[src/rtl/sar_adc_ctrl.sv]
// Successive-approximation ADC sequencer: track/hold control, MSB-first trial codes,
// result strobe, and PGA gain updates that happen only at the start of a conversion.
module sar_adc_ctrl #(
  parameter int DATA_W        = 13,
  parameter int SAMPLE_CYCLES = 4,
  parameter int SETTLE_CYCLES = 2
) (
  input  logic              clk,
  input  logic              rst_n,
  input  logic              start,
  input  logic              cont_mode,
  input  logic              pga_high_gain_req,
  input  logic              comp_in,
  output logic              sample_hold,
  output logic [DATA_W-1:0] dac_code,
  output logic              pga_high_gain,
  output logic [DATA_W-1:0] meas_val,
  output logic              meas_val_valid,
  output logic              busy,
  output logic [1:0]        dbg_state
);

  localparam int IDX_W = (DATA_W > 1) ? $clog2(DATA_W) : 1;
  localparam int SC_W  = $clog2(SAMPLE_CYCLES);
  localparam int ST_W  = (SETTLE_CYCLES > 1) ? $clog2(SETTLE_CYCLES) : 1;
  localparam logic [DATA_W-1:0] LSB_ONE = DATA_W'(1);

  typedef enum logic [1:0] {
    S_IDLE   = 2'd0,
    S_SAMPLE = 2'd1,
    S_SETTLE = 2'd2,
    S_DONE   = 2'd3
  } state_t;

  state_t            r_state;
  logic [SC_W-1:0]   r_samp_cnt;
  logic [ST_W-1:0]   r_settle_cnt;
  logic [IDX_W-1:0]  r_bit_idx;
  logic [DATA_W-1:0] r_dac;
  logic [DATA_W-1:0] r_meas;
  logic              r_valid;
  logic              r_sample_hold;
  logic              r_pga;

  logic [DATA_W-1:0] w_bit_mask;
  logic [DATA_W-1:0] w_next_mask;
  logic [DATA_W-1:0] w_resolved;

  // Trial bit under test, the next lower trial bit, and the code after the comparator decision.
  assign w_bit_mask  = LSB_ONE << r_bit_idx;
  assign w_next_mask = LSB_ONE << (r_bit_idx - IDX_W'(1));
  assign w_resolved  = comp_in ? r_dac : (r_dac & ~w_bit_mask);

  always_ff @(posedge clk) begin
    if (!rst_n) begin
      r_state       <= S_IDLE;
      r_samp_cnt    <= '0;
      r_settle_cnt  <= '0;
      r_bit_idx     <= '0;
      r_dac         <= '0;
      r_meas        <= '0;
      r_valid       <= 1'b0;
      r_sample_hold <= 1'b0;
      r_pga         <= 1'b0;
    end else begin
      r_valid <= 1'b0;
      case (r_state)
        S_IDLE, S_DONE: begin
          if (start || cont_mode) begin
            r_state       <= S_SAMPLE;
            r_sample_hold <= 1'b1;
            r_dac         <= '0;
            r_samp_cnt    <= '0;
          end else begin
            r_state <= S_IDLE;
          end
        end
        S_SAMPLE: begin
          // Gain is latched once, leaving the rest of the track window for the PGA to settle.
          if (r_samp_cnt == '0) begin
            r_pga <= pga_high_gain_req;
          end
          if (r_samp_cnt == SC_W'(SAMPLE_CYCLES - 1)) begin
            r_sample_hold <= 1'b0;
            r_bit_idx     <= IDX_W'(DATA_W - 1);
            r_dac         <= LSB_ONE << (DATA_W - 1);
            r_settle_cnt  <= '0;
            r_state       <= S_SETTLE;
          end else begin
            r_samp_cnt <= r_samp_cnt + SC_W'(1);
          end
        end
        S_SETTLE: begin
          if (r_settle_cnt == ST_W'(SETTLE_CYCLES - 1)) begin
            r_settle_cnt <= '0;
            if (r_bit_idx != '0) begin
              r_dac     <= w_resolved | w_next_mask;
              r_bit_idx <= r_bit_idx - IDX_W'(1);
            end else begin
              r_dac   <= w_resolved;
              r_meas  <= w_resolved;
              r_valid <= 1'b1;
              r_state <= S_DONE;
            end
          end else begin
            r_settle_cnt <= r_settle_cnt + ST_W'(1);
          end
        end
        default: r_state <= S_IDLE;
      endcase
    end
  end

  assign sample_hold    = r_sample_hold;
  assign dac_code       = r_dac;
  assign pga_high_gain  = r_pga;
  assign meas_val       = r_meas;
  assign meas_val_valid = r_valid;
  assign busy           = (r_state != S_IDLE);
  assign dbg_state      = r_state;

endmodule

[config.mk]
export PLATFORM = sky130hd
export DESIGN_NAME = sar_adc_ctrl
export DESIGN_NICKNAME = d
export VERILOG_FILES = /design/src/rtl/sar_adc_ctrl.sv
export SDC_FILE = /design/constraint.sdc
export NUM_CORES = 1
export LEC_CHECK = 0
export CAP_MARGIN = 5
export CORE_MARGIN = 2
export CORE_UTILIZATION = 50
export DETAILED_ROUTE_END_ITERATION = 16
export GPL_TIMING_DRIVEN = 1
export PLACE_DENSITY = 0.77
export SLEW_MARGIN = 20
export SYNTH_ARGS = -nofsm -noshare
export SYNTH_HDL_FRONTEND = slang
export SYNTH_SLANG_ARGS = --single-unit
[constraint.sdc]
create_clock -name clk -period 2.7 [get_ports clk]
set_clock_uncertainty 0.2 [all_clocks]
set_input_delay 0.27 -clock clk [delete_from_list [all_inputs] [get_ports clk]]
set_output_delay 0.27 -clock clk [all_outputs]
set_load 0.01 [all_outputs]
==> out/qor.yml, run 1 <==
switching_share_pct: 37.02
overflow: 0
die_w_um: 68.59
grt_max_degree: 19
synthTopCellsByArea: "dfxtp_1, nand2_1, ha_1"
async_reset_ff_share_pct: 0
regToRegEndpoint: "dac_code[7]"
r2r_slack_ns: 0.34
worstMarginPinSlew_ns: 0.5392
cpPeakStageDelay_ns: 0.48
r2r-start: "dbg_state[1]"
grt_pass1_vias: 1763
drv_cap: 0
h-tree-depth: 2
clock.fmax_ghz: 0.4244
min_path_cells: 2
synthesis.area_um2: 2086
fillers: 365
power_leakage_nw: 0.9277
drc: 0
hold_path_startpoint: "meas_val[9]"
post_cts_buffers: 0
worst_setup_path_end_kind: "register"
period_minus_slack_ns: 2.356
cp.depth: 6
dieArea_um2: 4704
finalCritPeriodShare_pct: 87.27
drt_iter0_markers: 154
synth_ff_type: "dfxtp_1"
vias: 1966
reg2reg_depth: 6
initial_core_util_pct: 52.14
hold_viol: 0
cp_slowest_cell: "ha_1"
clockBufferDepth: 2
rows: 23
cp_max_fo: 10
cts_tree: "yes"
ios: 38
yosysSeqAreaShare_pct: 36.47
port_buffers: 37
max-slew-margin-rel_pct: 64.00
dr.pass1.iters: 4
wl_per_cell_um: 14.68
grt_util_all_layers_pct: 23.07
hp-class: "register to register"
avgViaCountPerCell: 5.765
hold_ws_ns: 0.2519
cpLargestDelayFamily: "simple AND/OR/NAND/NOR gates"
cts_sinks: 38
post-place-ws_ns: 0.3885
fin_area_um2: 2589
p_int_w: 0.001217
power.switching_w: 0.0007157
dpl.hpwl_um: 3669
status: "complete, no violations"
gr-usage-met1_pct: 32.19
synth-seq-cells: 38
min_to: "meas_val[9]"
synth_edf_count: 0
antenna_found_initial: 0
die_y_um: 68.59
grt_use_met3_pct: 4.221
design.core.area_um2: 4000
syn_inst: 257
yosysWarnings: 0
cts_hold_buf: 0
root_buffer: "clkbuf_8"
nNetsFinal: 307
power_density_nw_per_um2: 746.8
pwr-share-seq_pct: 35.8
grt_pass1_wl_um: 8073
report.final.slew_viol_count: 0
cp.required_ns: 2.68
cts_buffers: 5
ctsResizeCount: 0
placedInstanceArea_um2: 2476
comb_power_share_pct: 38.9
rsz0062_at_grt: "no"
path_cells: "inv_1 > ha_1 > nor3_1 > nor3_2 > o21ai_0 > a32o_1"
cp.arrival_ns: 2.34
tns_ns: 0
num_antenna_cells: 0
vdd_ir_drop_max_mv: 0.4272
antenna_left: 0
postLayoutSetupSlackWorst_ns: 0.3436
pwr-share-clk_pct: 25.2
finalSetupViolCount: 0
cp-start-kind: "register"
synth_largest_area_cell: "dfxtp_1"
synth_area_per_cell_um2: 8.116
synth_nets: 273
synthToLayoutAreaGrowth_pct: 24.12
critPathKind: "register to register"
grt.met2_usage_pct: 34.13
drive_gt1_share_pct: 5.842
yosysTopAreaCellShare_pct: 36.47
path_buf_inv: 1
path_clk_slew_ns: 0.07
gp_congestion: 0.8775
busiest_layer: "met2"
clk_latency_ns: 0.29
yosysUniqueCellTypes: 48
drt-total-wl_um: 5007
==> power groups by stage <==
| stage | Sequential, W | Combinational, W | Clock (W) |
|---|---|---|---|
| 3_5_place_dp | 0.000705 | 0.000738 | 0 |
| 6_report | 0.000693 | 0.000753 | 0.000487 |
| 5_1_grt | 0.000707 | 0.000839 | 0.000522 |
| 2_1_floorplan | 0.000674 | 0.000590 | 0 |
| 3_3_place_gp | 0.000703 | 0.000731 | 0 |
| 4_1_cts | 0.000692 | 0.000744 | 0.000496 |
==> per-stage QoR <==
step | total power (W) | std cells | util (%)
3_5_place_dp | 0.001443 | 334 | 61.90
3_3_place_gp | 0.001434 | 334 | 61.90
4_1_cts | 0.001932 | 341 | 64.72
6_report | 0.001933 | 341 | 64.72
5_1_grt | 0.002068 | 341 | 64.72
2_1_floorplan | 0.001265 | 257 | -
==> layout make-up <==
| cell class | count | area [µm²] | share of cell area [%] |
|---|---|---|---|
| Inverter | 17 | 63.81 | 2.465 |
| Clock inverter | 1 | 30.03 | 1.160 |
| Timing Repair Buffer | 42 | 407.9 | 15.76 |
| Multi-Input combinational cell | 187 | 1181 | 45.63 |
| Sequential cell | 38 | 760.7 | 29.39 |
| Clock buffer | 6 | 82.58 | 3.190 |
| Tap cell | 50 | 62.56 | 2.417 |
==> Yosys cell counts, drive strengths merged, types with 2 or more instances <==
cell,number
nor3,12
buf,7
o21a,2
mux2i,4
nand2,38
clkbuf,8
o21ai,14
a21boi,2
ha,10
o21bai,2
a2bb2oi,2
o31ai,2
nand4,6
inv,17
nand3b,2
nand3,5
nor2,18
a32o,8
o2bb2ai,4
mux2,2
and2,7
dfxtp,38
nand2b,5
nor2b,4
a21oi,19
o221ai,3
o211a,2
==> state kept, by name, summed over array words and instances (netlist names) <==
| name | flops |
|---|---|
| pga_high_gain | 1 |
| meas_val | 13 |
| r_samp_cnt | 2 |
| dac_code | 13 |
| meas_val_valid | 1 |
| r_bit_idx | 4 |
| sample_hold | 1 |
| dbg_state | 2 |
| r_settle_cnt | 1 |
==> worst min-delay path, cell delays in order, from the launching register on <==
cell and delay (ns):
dfxtp_1 0.31, nand2_1 0.05, a21oi_1 0.05
==> how the worst max path moves through the flow <==
stage | startpoint | endpoint | slack [ns]
finish | dbg_state[1] | dac_code[7] | 0.34
global route | dbg_state[1] | dac_code[7] | 0.18
CTS | r_bit_idx[0] | meas_val[8] | 0.37
detailed placement | dbg_state[1] | dac_code[7] | 0.39
global placement | dbg_state[1] | dac_code[7] | 0.43
floorplan | dbg_state[1] | dac_code[0] | 0.57
==> cells by family (layout without fill, tap and decap cells) <==
family | Yosys count | in the layout | share of synthesized area [%]
mux | 6 | 6 | 2.999
fa+ha+maj | 10 | 10 | 5.999
compound gates | 69 | 69 | 23.10
flops | 38 | 38 | 36.47
simple gates | 102 | 102 | 24.54
buf+inv | 32 | 66 | 6.899
==> cells in the final DEF (no fill, tap or decap), types with 3 or more instances in the layout <==
| master | netlist | routed |
|---|---|---|
| dfxtp_1 | 38 | 38 |
| clkdlybuf4s50_1 | 0 | 37 |
| mux2i_1 | 4 | 4 |
| nand3_1 | 5 | 5 |
| nor3_1 | 10 | 10 |
| o21ai_0 | 13 | 13 |
| nand2_1 | 38 | 38 |
| a21oi_1 | 19 | 19 |
| nor2_1 | 18 | 18 |
| buf_4 | 1 | 5 |
| clkbuf_8 | 0 | 6 |
| a32o_1 | 8 | 8 |
| inv_1 | 17 | 17 |
| nor2b_1 | 3 | 3 |
| ha_1 | 10 | 10 |
| o221ai_1 | 3 | 3 |
| o2bb2ai_1 | 4 | 4 |
| nand4_1 | 6 | 6 |
| and2_1 | 7 | 7 |
| nand2b_1 | 5 | 5 |
==> routing by layer <==
metal | share of wire, % | routed length [µm] | up-vias
met5 | 0 | 0 | -
met4 | 1.8 | 89 | 0
met3 | 6.5 | 323 | 10
met2 | 43 | 2175 | 70
met1 | 48 | 2419 | 907
li1 | - | - | 979
No activity file was read; power rests on OpenSTA's default activity.
==> run 2, diff against run 1 <==
--- a/config.mk
+++ b/config.mk
@@ -8,6 +8,7 @@
 export CAP_MARGIN = 5
 export CORE_MARGIN = 2
 export CORE_UTILIZATION = 50
+export CTS_CLUSTER_SIZE = 28
 export DETAILED_ROUTE_END_ITERATION = 16
 export GPL_TIMING_DRIVEN = 1
 export PLACE_DENSITY = 0.77
==> results of run 2 <==
The final DEF is identical to that of run 1; final timing and power are the same.
